[src/rtl/piradip_cdc_send_arbiter.sv]
// Round-robin arbiter that feeds a four-phase handshake CDC (xpm_cdc_handshake style) from
// NREQ source-domain requesters. One word is in flight at a time. The granted requester's
// tag and payload are registered into cdc_src_in and stay there until the next grant.
//
// Ports:
//   clk          source-domain clock
//   resetn       synchronous active-low reset
//   req_valid    per-requester word pending
//   req_data     requester i payload at [i*WIDTH +: WIDTH]
//   req_ready    one-cycle accept pulse to the granted requester (combinational in IDLE)
//   cdc_src_in   {tag, payload} to the handshake CDC
//   cdc_src_send handshake request to the CDC
//   cdc_src_rcv  handshake acknowledge from the CDC
//   busy         high whenever the FSM is not IDLE
//   grant_id     index of the last granted requester
//   timeout_err  sticky flag, set when a SEND phase lasts TIMEOUT cycles
//   err_clr      clears timeout_err (a same-cycle set wins)
module piradip_cdc_send_arbiter #(
    parameter int unsigned NREQ    = 4,
    parameter int unsigned WIDTH   = 32,
    parameter int unsigned TIMEOUT = 1024,
    localparam int unsigned TAG_W  = ($clog2(NREQ) > 1) ? $clog2(NREQ) : 1
) (
    input  logic                    clk,
    input  logic                    resetn,
    input  logic [NREQ-1:0]         req_valid,
    input  logic [NREQ*WIDTH-1:0]   req_data,
    output logic [NREQ-1:0]         req_ready,
    output logic [WIDTH+TAG_W-1:0]  cdc_src_in,
    output logic                    cdc_src_send,
    input  logic                    cdc_src_rcv,
    output logic                    busy,
    output logic [TAG_W-1:0]        grant_id,
    output logic                    timeout_err,
    input  logic                    err_clr
);

    typedef enum logic [1:0] {StIdle, StSend, StWaitLow} state_e;

    localparam int unsigned CNT_W = (TIMEOUT > 0) ? $clog2(TIMEOUT + 1) : 1;
    localparam logic [CNT_W-1:0] CNT_MAX  = CNT_W'(TIMEOUT);
    localparam logic [CNT_W-1:0] CNT_LAST = CNT_W'((TIMEOUT > 0) ? TIMEOUT - 1 : 0);

    state_e                  state_q, state_d;
    logic [TAG_W-1:0]        grant_id_q, grant_id_d;
    logic [WIDTH+TAG_W-1:0]  src_in_q, src_in_d;
    logic [CNT_W-1:0]        cnt_q, cnt_d;
    logic                    err_q, err_d;

    logic                    hit;
    logic [TAG_W-1:0]        pick;
    logic                    do_grant;

    // Round-robin search starting one past the last grant, wrapping at NREQ.
    always_comb begin
        int unsigned idx;
        idx  = 0;
        hit  = 1'b0;
        pick = grant_id_q;
        for (int unsigned k = 1; k <= NREQ; k++) begin
            idx = (32'(grant_id_q) + k) % NREQ;
            if (!hit && req_valid[idx]) begin
                hit  = 1'b1;
                pick = TAG_W'(idx);
            end
        end
    end

    // A high rcv in IDLE means the CDC has not finished its return-to-zero yet.
    assign do_grant = resetn && (state_q == StIdle) && hit && !cdc_src_rcv;

    always_comb begin
        req_ready = '0;
        if (do_grant) begin
            req_ready = NREQ'(1) << pick;
        end
    end

    always_comb begin
        state_d    = state_q;
        grant_id_d = grant_id_q;
        src_in_d   = src_in_q;
        cnt_d      = cnt_q;
        err_d      = err_q;

        if (err_clr) begin
            err_d = 1'b0;
        end

        case (state_q)
            StIdle: begin
                if (do_grant) begin
                    state_d    = StSend;
                    grant_id_d = pick;
                    src_in_d   = {pick, req_data[pick*WIDTH +: WIDTH]};
                    cnt_d      = '0;
                end
            end
            StSend: begin
                if (cnt_q != CNT_MAX) begin
                    cnt_d = cnt_q + 1'b1;
                end
                // Fires once, on the SEND cycle that brings the count to TIMEOUT; overrides err_clr.
                if ((TIMEOUT != 0) && (cnt_q == CNT_LAST)) begin
                    err_d = 1'b1;
                end
                if (cdc_src_rcv) begin
                    state_d = StWaitLow;
                end
            end
            StWaitLow: begin
                if (!cdc_src_rcv) begin
                    state_d = StIdle;
                end
            end
            default: begin
                state_d = StIdle;
            end
        endcase
    end

    always_ff @(posedge clk) begin
        if (!resetn) begin
            state_q    <= StIdle;
            grant_id_q <= TAG_W'(NREQ - 1);
            src_in_q   <= '0;
            cnt_q      <= '0;
            err_q      <= 1'b0;
        end else begin
            state_q    <= state_d;
            grant_id_q <= grant_id_d;
            src_in_q   <= src_in_d;
            cnt_q      <= cnt_d;
            err_q      <= err_d;
        end
    end

    assign cdc_src_in   = src_in_q;
    assign cdc_src_send = (state_q == StSend);
    assign busy         = (state_q != StIdle);
    assign grant_id     = grant_id_q;
    assign timeout_err  = err_q;

endmodule

[config.mk]
export PLATFORM = sky130hd
export DESIGN_NAME = piradip_cdc_send_arbiter
export DESIGN_NICKNAME = d
export VERILOG_FILES = /design/src/rtl/piradip_cdc_send_arbiter.sv
export SDC_FILE = /design/constraint.sdc
export NUM_CORES = 1
export LEC_CHECK = 0
export CELL_PAD_IN_SITES_DETAIL_PLACEMENT = 1
export CELL_PAD_IN_SITES_GLOBAL_PLACEMENT = 1
export CORE_MARGIN = 8
export CORE_UTILIZATION = 28
export DETAILED_ROUTE_END_ITERATION = 7
export GPL_TIMING_DRIVEN = 0
export PLACE_DENSITY = 0.86
export SLEW_MARGIN = 20
export SYNTH_ARGS = -nofsm -noshare
export SYNTH_HDL_FRONTEND = slang
export SYNTH_SLANG_ARGS = --single-unit
[constraint.sdc]
create_clock -name clk -period 3.28 [get_ports clk]
set_input_delay 0.328 -clock clk [delete_from_list [all_inputs] [get_ports clk]]
set_output_delay 0.328 -clock clk [all_outputs]
set_load 0.02 [all_outputs]
* Word-level counts from Yosys, hierarchy flattened
Cells that the tools add are included.
** Storage, ports and cells
- Bits of input ports :: 136
- Output and inout port bits :: 43
- Register bits :: 50
- Word-level logic and storage cells :: 67
** Cells by class
- Shifts and indexed selects :: 2
- Magnitude comparators :: 4
- Equal/unequal tests :: 8
- Multiplexer cells :: 27
- Add/sub/neg operators :: 5
- Reductions and logical operators :: 16
** Operators by type and width (number)
- $shiftx 128x8->32 :: 1
- $mux 11 :: 2
- $pmux 11 s2 :: 1
- $mux 2 :: 7
- $lt 2x3->1 const B :: 4
- $add 11x1->11 const B :: 1
- $eq 11x10->1 const B :: 1
- $mux 1 :: 11
- $ne 11x11->1 const B :: 1
- $bmux 1 s2 :: 4
- $logic_and 1x1->1 :: 6
- $pmux 2 s3 :: 1
- $reduce_and 3->1 :: 2
- $add 2x1->2 const B :: 2
- $add 2x2->2 const B :: 2
- $logic_not 1->1 :: 4
- $mux 4 :: 1
- $ne 2x1->1 const B :: 2
- $ne 2x2->1 const B :: 2
- $reduce_bool 2->1 :: 2
- $shl 1x2->4 const A :: 1
- $eq 2x1->1 const B :: 1
- $eq 2x2->1 const B :: 1
- $logic_not 2->1 :: 1
- $reduce_and 2->1 :: 1

* Logic depth before layout (Yosys ltp)
- Depth in word-level cells :: 17
- Depth in mapped cells :: 7
- Mapped depth without buffers :: 7

* Worst setup path after synthesis
Ideal clock, no wire load.
- Kind :: register -> output
- Start :: register grant_id_q[1] (netlist: grant_id[1])
- End :: output req_ready[2]
- Path slack :: 1.224 ns
- Data arrival time :: 1.728 ns
- Path buffers :: 1
- Data required time :: 2.952 ns
- Stages on the path, launching flop included :: 6
- Cell sequence :: dfxtp_1 > nand2_1 > a31o_2 > or2_1 > clkbuf_1 > nor3_2
** On the way
- Cells in the longest elaborated chain, start to end :: 16
- Elaborated cells on any way between the ends :: 30
- Classes of those cells :: 4 x add/sub; 1 x shift; 17 x mux; 8 x reduce/logical
** Ends and longest elaborated chain
- start, declared :: line 45 : logic [TAG_W-1:0] grant_id_q, grant_id_d;
- start signal, assigned :: line 125 : grant_id_q <= TAG_W'(NREQ - 1);
- start signal, assigned :: line 131 : grant_id_q <= grant_id_d;
- $add 2x1->2 :: line 61 : idx = (32'(grant_id_q) + k) % NREQ;
- $bmux 1 s2 :: line 62 : if (!hit && req_valid[idx]) begin
- $mux 1 (not written as such) :: line 62
- $mux 1 :: line 62
- $logic_not 1->1 :: line 62
- $logic_and 1x1->1 :: line 62
- $mux 1 :: line 62
- $logic_not 1->1 :: line 62
- $logic_and 1x1->1 :: line 62
- $mux 1 :: line 62
- $logic_not 1->1 :: line 62
- $logic_and 1x1->1 :: line 62
- $mux 1 :: line 62
- $logic_and 1x1->1 (2 in series) :: line 70 : assign do_grant = resetn && (state_q == StIdle) && hit && !cdc_src_rcv;
- $mux 4 * :: line 74 : if (do_grant) begin
- end, declared :: line 28 : output logic [NREQ-1:0] req_ready,
Mark *: on every way between the ends. The rest lies on a longest branch, timed or not. The select of a mux whose other input is x is not followed.

* Worst setup path after layout
- Start :: input req_valid[3]
- End :: output req_ready[0]
** On the way
- Cells in the longest elaborated chain, start to end :: 15
- Elaborated cells on any way between the ends :: 26
- Classes of those cells :: 1 x shift; 17 x mux; 8 x reduce/logical
** Ends and longest elaborated chain
- start, declared :: line 26 : input logic [NREQ-1:0] req_valid,
- $bmux 1 s2 :: line 62
- $mux 1 (not written as such) :: line 62
- $mux 1 :: line 62
- $logic_not 1->1 :: line 62
- $logic_and 1x1->1 :: line 62
- $mux 1 :: line 62
- $logic_not 1->1 :: line 62
- $logic_and 1x1->1 :: line 62
- $mux 1 :: line 62
- $logic_not 1->1 :: line 62
- $logic_and 1x1->1 :: line 62
- $mux 1 :: line 62
- $logic_and 1x1->1 (2 in series) :: line 70
- $mux 4 * :: line 74
Marked as above.

==> out/qor.csv <==
stage,metric,value,unit
finish,fillers,1202,
synthesis,synth_top_area_cell,dfxtp_1,
synthesis,syn_area,0.00285,mm²
floorplan,die-area,0.0136,mm²
route,drt_iter0_drc,75,
finish,finalNetCount,642,
sta,finalSetupViolations,0,
synthesis,ys.warnings.count,0,
clock_network,clock_latency,310,ps
route,top_layer,met4,
floorplan,io_pins,179,
route,wl_met2,7.09,mm
clock_network,root_buffer,clkbuf_8,
worst_setup_path,critPathLaunchType,input port,
finish,multi_input_area,0.00161,mm²
worst_setup_path,cp_slowest_cell,or4_4,
route,vias_per_cell,5.26,
floorplan,core_area,0.0101,mm²
finish,layout_commonest_cell,clkdlybuf4s50_1,
power,leakagePower,1.92,nW
finish,area_growth,73.0,%
placed_design,post-place-ws,67.6,ps
global_route,grt_pass1_vias,3895,
route,wire_per_inst,21.1,µm
clock_network,ctsLongestPathBuffers,2,
floorplan,die_w,117,µm
sta,slew_viol_final,0,
placed_design,dpl.hpwl,11.0,mm
route,wirelength,13.5,mm
synthesis,ys_async_sr_fraction,0,
placed_design,routabilityCongestion,0.845,
clock_network,postCtsHoldBufs,0,
floorplan,initial_core_util,0.282,
clock_network,cts.sinks,50,
worst_setup_path,cp_slowest_stage_delay,590,ps
global_route,grt_pass1_wl,20.8,mm
sta,worst_pin_slew,714,ps
outcome,status,finished clean,
synthesis,ys_seq_elements,50,
synthesis,yosysUniqueCellTypes,50,
sta,finalHoldViolations,0,
worst_setup_path,crit_path_frequent_cell,clkdlybuf4s50_1,
clock_network,post-cts-setup-buffers,0,
global_route,track_usage,0.195,
worst_setup_path,end_kind,output port,
clock_network,path_clk_slew,100,ps
clock_network,cts_buffers,5,
sta,fin_ws,112,ps
sta,slew_headroom,0.521,
floorplan,die_y,117,µm
synthesis,synth_top_cell_area_share,0.352,
clock_network,ctsResizeCount,0,
worst_setup_path,worstReg2RegEnd,cdc_src_in[14]$_SDFFE_PN0P_,
worst_hold_path,hp-class,flop to flop,
route,wl_met3,1.02,mm
worst_setup_path,crit_fanout,10,
route,drc,0,
finish,final_cell_mix,"clkdlybuf4s50_1 (178), dfxtp_1 (50), inv_1 (31)",
synthesis,synth_edf_count,0,
sta,clock.fmax,316,MHz
power,ir_drop,0.291,mV
worst_hold_path,min-delay-start,cdc_src_in[33]$_SDFFE_PN0P_,
worst_setup_path,reg2reg_from,grant_id[1]$_SDFFE_PN1P_,
sta,period_needed,3170,ps
synthesis,synthFlopType,dfxtp_1,
route,vias,3370,
synthesis,yosysSeqAreaShare,0.352,
route,met1_length,5.18,mm
synthesis,avgSynthCellArea,8.92,µm²
power,pwr_density_cell,382,mW/mm²
worst_setup_path,timing_worst_setup_path_type,input port to output port,
finish,regArea,0.00100,mm²
worst_setup_path,reg2regPathDepth,6,
sta,fin_crit_sh,0.966,
run,drv_cap,0,
placed_design,io_buffers,178,
route,antenna_left,0,
sta,fin_setup_tns,0,ps
floorplan,rows,37,
finish,drive_above_1_share,0.0752,
clock_network,htree_levels,2,
global_route,antenna_found_initial,0,
finish,antenna_cells,0,
worst_hold_path,hold_depth,2,
synthesis,syn-num-nets,457,
worst_hold_path,hold-path-endpoint,cdc_src_in[33]$_SDFFE_PN0P_,
sta,fin_skew,6.54,ps
sta,rsz0062_at_grt,false,
worst_setup_path,cp.arrival,2840,ps
route,drt-pass1-iter-count,5,
clock_network,cts_tree,done,
synthesis,synthCells,319,
global_route,grt_max_degree,15,
worst_setup_path,cp_cell_sequence,clkdlybuf4s50_1 -> or4_4 -> and4b_1 -> buf_6 -> o21ai_4 -> clkbuf_4 -> nor2_1 -> clkdlybuf4s50_1,
synthesis,ys_top_cells_by_area,"dfxtp_1 (35%), mux2i_1 (9.5%), a32oi_1 (8.0%)",
worst_setup_path,required,2950,ps
global_route,overflow,0,
worst_setup_path,r2r_slack,1010,ps
where the power goes:
| group | internal, mW | leakage, nW | switching (mW) |
|---|---|---|---|
| Sequential | 0.671 | 0.409 | 0.0423 |
| Clock | 0.214 | 0.0575 | 0.227 |
| Combinational | 0.371 | 1.46 | 0.354 |
| Total | 1.26 | 1.92 | 0.623 |
per-stage QoR:
| stage | std cells | power, mW | area, µm² | util | hold slack [ps] |
|---|---|---|---|---|---|
| after floorplan | 319 | 1.05 | 2850 | - | 407 |
| after global placement | 633 | 1.43 | 4800 | 0.475 | 449 |
| after detailed placement | 633 | 1.45 | 4800 | 0.475 | 458 |
| after CTS | 641 | 1.89 | 4910 | 0.486 | 487 |
| after global routing | 641 | 1.97 | 4920 | 0.488 | 518 |
| final | 641 | 1.88 | 4920 | 0.488 | 483 |
cell type report:
class,count,area share
timing repair buffer,178,0.362
multi-input combinational,216,0.327
sequential,50,0.203
tap,136,0.0346
buffer,21,0.0262
inverter,32,0.0244
clock buffer,8,0.0224
synthesized netlist by cell type (2+ instances only):
master      n
and3_1      2
nand2_1    18
dfxtp_1    50
o2111ai_1   5
o31ai_1     6
and2_1      4
mux2i_1    27
o21ai_0    11
nor4b_1     3
nor2_1     17
inv_1      31
o21ai_1     3
buf_6       4
ha_1        2
a221o_1     6
buf_2      11
nor3_2      2
nor3_1      2
a21oi_1    10
a21boi_0    3
a32oi_1    26
nand3_1     8
clkbuf_1    5
nand4_1     2
nand2b_1    5
o221ai_1   26
xor2_1      6
o21a_1      2
worst max path at each step:
stage                         endpoint                      from  slack (ps)
after CTS                 req_ready[0]              req_valid[3]          50
after global placement    req_ready[0]              req_valid[3]          60
after floorplan           req_ready[2]  grant_id[1]$_SDFFE_PN1P_        1220
after detailed placement  req_ready[0]              req_valid[3]          70
after global routing      req_ready[0]              req_valid[3]           1
final                     req_ready[0]              req_valid[3]         110
cells by family (layout without fill, tap and decap cells):
family,after synthesis,count (layout),share of synthesized area
AO/OA/AOI/OAI,106,106,0.294
AND/OR/NAND/NOR,75,75,0.145
buffers and inverters,53,239,0.0866
flip-flops,50,50,0.352
multiplexers,27,27,0.0949
XOR/XNOR,6,6,0.0185
adder cells (fa/ha/maj),2,2,0.00879
flip-flops by register name, indices dropped and copies added, names as in the netlist:
register	cells
timeout_err	1
state_q	2
cnt_q	11
grant_id	2
cdc_src_in	34
worst max-delay path: cells and delay by family:
kind | cells | cell delay, ps
AOI/OAI and AO/OA | 1 | 130
and+or+nand+nor | 3 | 870
buffers and inverters | 4 | 1510
routing by layer:
metal,track usage,vias to the layer above
li1,-,1593
met1,0.208,1643
met2,0.364,117
met3,0.0677,17
met4,0.0384,0
met5,0,-
No activity file was read; power rests on OpenSTA's default activity.
